<file path="src/rtl/keymap_port_arbiter.sv">
`default_nettype none
// ============================================================================
// keymap_port_arbiter : sole owner of the single-port keymap RAM, shared between
// the scancode translator (4-byte bursts) and the CPU keymap I/O port.
// Optional feature macro: KEYMAP_WRPROT_EN (CPU write protect).
// Revision: 1.0
// ============================================================================
module keymap_port_arbiter #(
    parameter int AW     = 14,
    parameter int DW     = 8,
    parameter int RD_LAT = 1
) (
    input  logic              clk,
    input  logic              rst_n,
    input  logic              kb_req,
    input  logic [AW-3:0]     kb_key,
    output logic              kb_valid,
    output logic [4*DW-1:0]   kb_data,
    output logic              kb_drop,
    input  logic              cpu_rd,
    input  logic              cpu_wr,
    input  logic              cpu_rewind,
    input  logic [DW-1:0]     cpu_din,
    output logic [DW-1:0]     cpu_dout,
    output logic              cpu_ack,
    input  logic              cpu_wp,
    output logic              cpu_wp_err,
    output logic [AW-1:0]     ram_addr,
    output logic              ram_we,
    output logic [DW-1:0]     ram_din,
    input  logic [DW-1:0]     ram_dout
);

    localparam logic [2:0] ST_IDLE     = 3'd0;
    localparam logic [2:0] ST_KB_ISSUE = 3'd1;
    localparam logic [2:0] ST_KB_DRAIN = 3'd2;
    localparam logic [2:0] ST_KB_DONE  = 3'd3;
    localparam logic [2:0] ST_CPU_RD   = 3'd4;
    localparam logic [2:0] ST_CPU_WAIT = 3'd5;
    localparam logic [2:0] ST_CPU_WR   = 3'd6;
    localparam logic [2:0] ST_CPU_HOLD = 3'd7;

    localparam logic       GR_KB     = 1'b0;
    localparam logic       GR_CPU    = 1'b1;
    localparam logic [1:0] WAIT_LAST = 2'(RD_LAT - 1);

    logic [2:0]                  state_q,      state_d;
    logic [AW-1:0]               cpu_addr_q,   cpu_addr_d;
    logic [AW-3:0]               key_q,        key_d;
    logic                        kb_pend_q,    kb_pend_d;
    logic                        last_grant_q, last_grant_d;
    logic [1:0]                  beat_q,       beat_d;
    logic [1:0]                  wait_q,       wait_d;
    logic [4*DW-1:0]             kb_data_q,    kb_data_d;
    logic [DW-1:0]               cpu_dout_q,   cpu_dout_d;
    logic                        kb_drop_q,    kb_drop_d;
    logic [RD_LAT-1:0]           tag_vld_q,    tag_vld_d;
    logic [RD_LAT-1:0][1:0]      tag_lane_q,   tag_lane_d;

    logic cpu_req;
    logic kb_active;
    logic kb_accept;
    logic kb_want;
    logic wp_block;

    assign cpu_req   = cpu_rd | cpu_wr;
    assign kb_active = (state_q == ST_KB_ISSUE) || (state_q == ST_KB_DRAIN);
    assign kb_accept = kb_req && !kb_pend_q && !kb_active;
    assign kb_want   = kb_pend_q | kb_accept;

    always_comb begin
        state_d      = state_q;
        cpu_addr_d   = cpu_addr_q;
        key_d        = key_q;
        kb_pend_d    = kb_pend_q;
        last_grant_d = last_grant_q;
        beat_d       = beat_q;
        wait_d       = wait_q;
        kb_data_d    = kb_data_q;
        cpu_dout_d   = cpu_dout_q;
        kb_drop_d    = kb_req && !kb_accept;

        if (kb_accept) begin
            key_d     = kb_key;
            kb_pend_d = 1'b1;
        end

        // Each issued beat carries its byte lane down a RD_LAT-deep tag pipe,
        // so the lane is known when its data comes back from the RAM.
        tag_vld_d[0]  = (state_q == ST_KB_ISSUE);
        tag_lane_d[0] = beat_q;
        for (int i = 1; i < RD_LAT; i++) begin
            tag_vld_d[i]  = tag_vld_q[i-1];
            tag_lane_d[i] = tag_lane_q[i-1];
        end

        if (tag_vld_q[RD_LAT-1]) begin
            case (tag_lane_q[RD_LAT-1])
                2'd0:    kb_data_d[4*DW-1 -: DW] = ram_dout;
                2'd1:    kb_data_d[3*DW-1 -: DW] = ram_dout;
                2'd2:    kb_data_d[2*DW-1 -: DW] = ram_dout;
                default: kb_data_d[DW-1:0]       = ram_dout;
            endcase
        end

        case (state_q)
            ST_IDLE: begin
                if (cpu_rewind) begin
                    cpu_addr_d = '0;
                end else if (kb_want && (!cpu_req || last_grant_q == GR_CPU)) begin
                    state_d      = ST_KB_ISSUE;
                    beat_d       = 2'd0;
                    kb_pend_d    = 1'b0;
                    last_grant_d = GR_KB;
                end else if (cpu_req) begin
                    state_d      = cpu_rd ? ST_CPU_RD : ST_CPU_WR;
                    last_grant_d = GR_CPU;
                end
            end
            ST_KB_ISSUE: begin
                beat_d = beat_q + 2'd1;
                if (beat_q == 2'd3) begin
                    state_d = ST_KB_DRAIN;
                end
            end
            ST_KB_DRAIN: begin
                if (tag_vld_q[RD_LAT-1] && tag_lane_q[RD_LAT-1] == 2'd3) begin
                    state_d = ST_KB_DONE;
                end
            end
            ST_KB_DONE: begin
                state_d = ST_IDLE;
            end
            ST_CPU_RD: begin
                wait_d  = 2'd0;
                state_d = ST_CPU_WAIT;
            end
            ST_CPU_WAIT: begin
                if (wait_q == WAIT_LAST) begin
                    cpu_dout_d = ram_dout;
                    state_d    = ST_CPU_HOLD;
                end else begin
                    wait_d = wait_q + 2'd1;
                end
            end
            ST_CPU_WR: begin
                state_d = ST_CPU_HOLD;
            end
            default: begin
                if (!cpu_req) begin
                    cpu_addr_d = cpu_addr_q + AW'(1);
                    state_d    = ST_IDLE;
                end
            end
        endcase
    end

    always_ff @(posedge clk) begin
        if (!rst_n) begin
            state_q      <= ST_IDLE;
            cpu_addr_q   <= '0;
            key_q        <= '0;
            kb_pend_q    <= 1'b0;
            last_grant_q <= GR_CPU;
            beat_q       <= 2'd0;
            wait_q       <= 2'd0;
            kb_data_q    <= '0;
            cpu_dout_q   <= '0;
            kb_drop_q    <= 1'b0;
            tag_vld_q    <= '0;
            tag_lane_q   <= '0;
        end else begin
            state_q      <= state_d;
            cpu_addr_q   <= cpu_addr_d;
            key_q        <= key_d;
            kb_pend_q    <= kb_pend_d;
            last_grant_q <= last_grant_d;
            beat_q       <= beat_d;
            wait_q       <= wait_d;
            kb_data_q    <= kb_data_d;
            cpu_dout_q   <= cpu_dout_d;
            kb_drop_q    <= kb_drop_d;
            tag_vld_q    <= tag_vld_d;
            tag_lane_q   <= tag_lane_d;
        end
    end

`ifdef KEYMAP_WRPROT_EN
    assign wp_block   = cpu_wp;
    assign cpu_wp_err = (state_q == ST_CPU_WR) && cpu_wp;
`else
    logic unused_wp;
    assign unused_wp  = cpu_wp;
    assign wp_block   = 1'b0;
    assign cpu_wp_err = 1'b0;
`endif

    always_comb begin
        ram_addr = '0;
        case (state_q)
            ST_KB_ISSUE: ram_addr = {key_q, beat_q};
            ST_CPU_RD,
            ST_CPU_WR:   ram_addr = cpu_addr_q;
            default:     ram_addr = '0;
        endcase
    end

    assign ram_we   = (state_q == ST_CPU_WR) && !wp_block;
    assign ram_din  = (state_q == ST_CPU_WR) ? cpu_din : '0;
    assign cpu_ack  = (state_q == ST_CPU_HOLD) && cpu_req;
    assign kb_valid = (state_q == ST_KB_DONE);
    assign kb_data  = kb_data_q;
    assign kb_drop  = kb_drop_q;
    assign cpu_dout = cpu_dout_q;

endmodule
`default_nettype wire
</file>
<file path="config.mk">
export PLATFORM = sky130hd
export DESIGN_NAME = keymap_port_arbiter
export DESIGN_NICKNAME = d
export VERILOG_FILES = /design/src/rtl/keymap_port_arbiter.sv
export SDC_FILE = /design/constraint.sdc
export NUM_CORES = 1
export LEC_CHECK = 0
export ABC_AREA = 1
export CAP_MARGIN = 30
export CORE_AREA = 2 2 91 93
export DETAILED_ROUTE_END_ITERATION = 8
export DIE_AREA = 0 0 93 95
export PLACE_DENSITY = 0.72
export SKIP_CTS_REPAIR_TIMING = 1
export SYNTH_ARGS = -nofsm -noshare
export SYNTH_HDL_FRONTEND = slang
export SYNTH_SLANG_ARGS = --single-unit
</file>
<file path="constraint.sdc">
create_clock -name clk -period 2 [get_ports clk]
set_input_delay 0.3 -clock clk [delete_from_list [all_inputs] [get_ports clk]]
set_output_delay 0.3 -clock clk [all_outputs]
set_load 0.1 [all_outputs]
</file>
After elaboration in Yosys (flattened, before gate mapping) --
Index checks and enable logic that the tools add are counted.
Storage, ports and cells: logic and storage cells 100, register bits after elaboration 79, input bits 35, output and inout port bits 67
Cells by class: equal/unequal tests 21, bitwise operators 5, multiplexer cells 25, reductions and logical operators 31, add/subtract/negate cells 3
Operators with widths (number):
- $pmux W14 S2 | 2
- $mux W14 | 2
- $mux W3 | 7
- $pmux W3 S7 | 1
- $add A14 B1 Y14 const B | 1
- $eq A3 B3 Y1 const B | 4
- $reduce_and A2 Y1 | 6
- $ne A2 B2 Y1 const B | 5
- $reduce_and A3 Y1 | 3
- $mux W2 | 4
- $mux W8 | 1
- $ne A8 B4 Y1 const B | 1
- $pmux W2 S2 | 2
- $eq A2 B2 Y1 const B | 3
- $eq A3 B2 Y1 const B | 2
- $logic_and A1 B1 Y1 | 6
- $mux W1 | 6
- $ne A2 B1 Y1 const B | 3
- $reduce_and A6 Y1 | 1
- $reduce_bool A2 Y1 | 3
- $reduce_or A6 Y1 | 1
- $add A2 B1 Y2 const B | 2
- $logic_not A1 Y1 | 4
- $logic_not A2 Y1 | 2
- 9 further kinds | 13

Logic depth before layout (Yosys ltp) --
word-level depth 9, depth in mapped cells 12

Worst setup path after synthesis --
Ideal clock, no wire load.
path kind reg2out, from register state_q[0], to output port ram_din[0], stages on the path, launching flop included 7, data arrival time 3613 ps, buffers on the path 1, setup slack -1913 ps, cell sequence dfxtp_1 -> buf_4 -> inv_1 -> nand2_1 -> nor2_1 -> inv_1 -> nor2_1
Between the ends: longest elaborated chain between the ends 2
RTL lines:
- from (decl) | line 47 | logic [2:0] state_q, state_d;
- from (signal assigned) | line 173 | state_q <= state_d;
- $eq A3 B3 Y1
- named net ram_we | line 29 | output logic ram_we,
- $mux W8 | line 209 | assign ram_din = (state_q == ST_CPU_WR) ? cpu_din : '0;
- to (decl) | line 30 | output logic [DW-1:0] ram_din,
The timed path passes the listed nets, and every way through them passes these cells.

Worst setup path after layout --
from register state_q[2], to output port ram_addr[3]
Between the ends: longest elaborated chain between the ends 3
RTL lines:
- $eq A3 B3 Y1 | line 200 | case (state_q)
- $reduce_or A2 Y1 | line 200
- $pmux W14 S2 * | line 200
- to (decl) | line 28 | output logic [AW-1:0] ram_addr,
Every way passes the cells marked *; elsewhere a longest branch is shown, timed or not.

==> flow_summary_export.csv <==
group,metric,value,unit
placement,place_ws,0.167,ns
critical_path,crit_type,"flip-flop to primary output",
global_routing,overflow,0,
sta,relSlewSlack,62.7,%
critical_path,critical_path_required,1.70,ns
synthesis,post-synth-top-count-cell,"nor2_1",
sta,hold_violations,0,
clock_tree,path_clk_slew,0.07,ns
floorplanning,rows,33,
route,drt_iter0_drc,146,
route,drtPass1Iterations,4,
critical_path,r2r_cells,9,
global_routing,grt_pass1_vias,3345,
global_routing,antenna_found_initial,0,
sta,skew,0.0100,ns
synthesis,netlist_top_cells_count,"94 x nor2_1, 79 x dfxtp_1, 63 x inv_1, 51 x o21ai_0, 49 x nand2_1",
clock_tree,cts.path.max_buffers,2,
synthesis,yosysWarnings,0,
critical_path,cp_data_arrival_time,1.60,ns
sta,slew_viol_final,0,
clock_tree,cts_sinks,79,
sta,min_period,1.90,ns
sta,tightestPinTransition,0.560,ns
synthesis,async_flop_share,0,%
critical_path,start_kind,"flip-flop",
route,routed_wl,9320,um
global_routing,grt_pass1_wl,15400,um
status,status,"complete, no violations",
synthesis,syn_inst,470,
synthesis,syn_avg_cell_area,7.28,um^2
floorplanning,die_h,95,um
cells_and_area,antenna_cells,0,
pwr,p_leak,2.19,nW
synthesis,synth_flop_cell,"dfxtp_1",
worst_hold_path,holdPathStages,2,
sta,rsz0062_at_grt,"no",
synthesis,synth_seq_area_share,46.2,%
cells_and_area,drive_gt1_share,24.3,%
sta,post-route-period-util,95.2,%
synthesis,synth_top_area_cell,"dfxtp_1",
synthesis,ys_seq_elements,79,
floorplanning,initial_core_util,43.2,%
synthesis,synth.top_cell.area_share,46.2,%
placement,io_buffers,99,
route,wl_per_cell,13.5,um
floorplanning,design.core.area,7930,um^2
synthesis,syn_area,3420,um^2
cells_and_area,final_nets,619,
floorplanning,dieArea,8840,um^2
placement,gp_congestion,0.876,
clock_tree,cts_tree,"done",
floorplanning,die_w,93,um
pwr,power_density,1010,nW/um^2
critical_path,worstPathMaxFanout,13,
sta,layout_setup_ws,0.0964,ns
clock_tree,root_buffer,"clkbuf_8",
cells_and_area,area_growth,50.3,%
sta,hold_slack,0.469,ns
job,drv_cap,0,
critical_path,endpoint_kind,"primary output",
floorplanning,io_pins,102,
clock_tree,h-tree-depth,3,
synthesis,yosys-top-cells-area,"dfxtp_1 46%, nor2_1 10%, o21ai_0 7.5%, inv_1 6.9%, nand2_1 5.4%",
synthesis,synth_edf_count,0,
route,detail_route.vias_per_cell,5.00,
sta,setup_violations,0,
synthesis,syn-num-nets,508,
global_routing,grt_max_degree,46,
pwr,peakVddDrop,697,uV
global_routing,track_usage,21.7,%
pwr,total_power,5.17,mW
placement,dpl.hpwl,7090,um
sta,fmax,525,MHz
route,via_count,3447,
route,drc,0,
worst_hold_path,hold_class,"flip-flop to flip-flop",
synthesis,yosysUniqueCellTypes,33,
route,antenna_left,0,
clock_tree,worstSkewPairLatency,0.34,ns
clock_tree,cts_buffers,9,
cell usage in the layout, fill, tap and decap left out, drive strengths merged, types with 3 or more instances in the layout:
master / count
nor2: 98
a211oi: 3
ha: 3
clkdlybuf4s50: 33
buf: 82
nand3: 30
o22ai: 11
clkinv: 4
o21ai: 57
inv: 69
nor3: 9
dfxtp: 79
nand4: 4
a21oi: 34
clkbuf: 10
nand2: 54
metal layers:
layer | track usage, % | vias to the layer above | part of all wire, %
li1 | - | 1733 | -
met1 | 27.1 | 1593 | 44
met2 | 35.7 | 109 | 46
met3 | 6.70 | 12 | 8.1
met4 | 7.84 | 0 | 2.0
met5 | 0 | - | 0
path summary, 6_finish.rpt:
path | startpoint | end | slack, ns
setup / recovery | state_q[2] | ram_addr[3] | 0.1
hold / removal | cpu_dout[1] | cpu_dout[1] | 0.47
setup reg to reg | state_q[2] | last_grant_q | 0.37
hold reg to reg | cpu_dout[1] | cpu_dout[1] | 0.47
state kept, by name, indices dropped and copies added, names as in the netlist:
register	count
kb_drop	1
kb_pend_q	1
tag_lane_q	2
state_q	3
cpu_dout	8
wait_q	2
cpu_addr_q	14
beat_q	2
key_q	12
kb_data	32
tag_vld_q	1
last_grant_q	1
final cells by class:
| type | count | area [um^2] |
|---|---|---|
| Clock inverter | 5 | 35.0 |
| Clock buffer | 10 | 128 |
| Timing Repair Buffer | 115 | 1260 |
| Tap cell | 105 | 131 |
| Sequential cell | 79 | 1590 |
| Inverter | 69 | 264 |
| Multi-Input combinational cell | 307 | 1730 |
| Fill cell | 707 | 2790 |
worst max-delay path, cell delays in order, from the launching register on:
cell,delay (ns)
dfxtp_4,0.38
nor2_4,0.14
nand2_2,0.08
buf_4,0.24
o22ai_2,0.22
buf_12,0.20
cell families after synthesis:
group,share of synthesized area (%)
and+or+nand+nor,26.4
AOI/OAI and AO/OA,16.5
buffers and inverters,9.66
DFF,46.2
adders and majority gates,1.10
other,0.110
metrics by stage:
stage               util (%)  setup TNS [ns]  cells  area [um^2]
global route            64.8               0    690         5140
CTS                     64.5           -1.36    688         5110
detailed placement      62.5               0    673         4950
finish                  64.8               0    690         5140
floorplan                  -           -3.83    470         3650
global placement        62.5               0    673         4950
report_power, final:
part	internal, mW	leakage [nW]	switching, mW
clock network	0.447	0.0825	0.587
registers	1.77	0.643	0.129
logic	0.678	1.47	1.57
(Power assumes the default switching activity.)
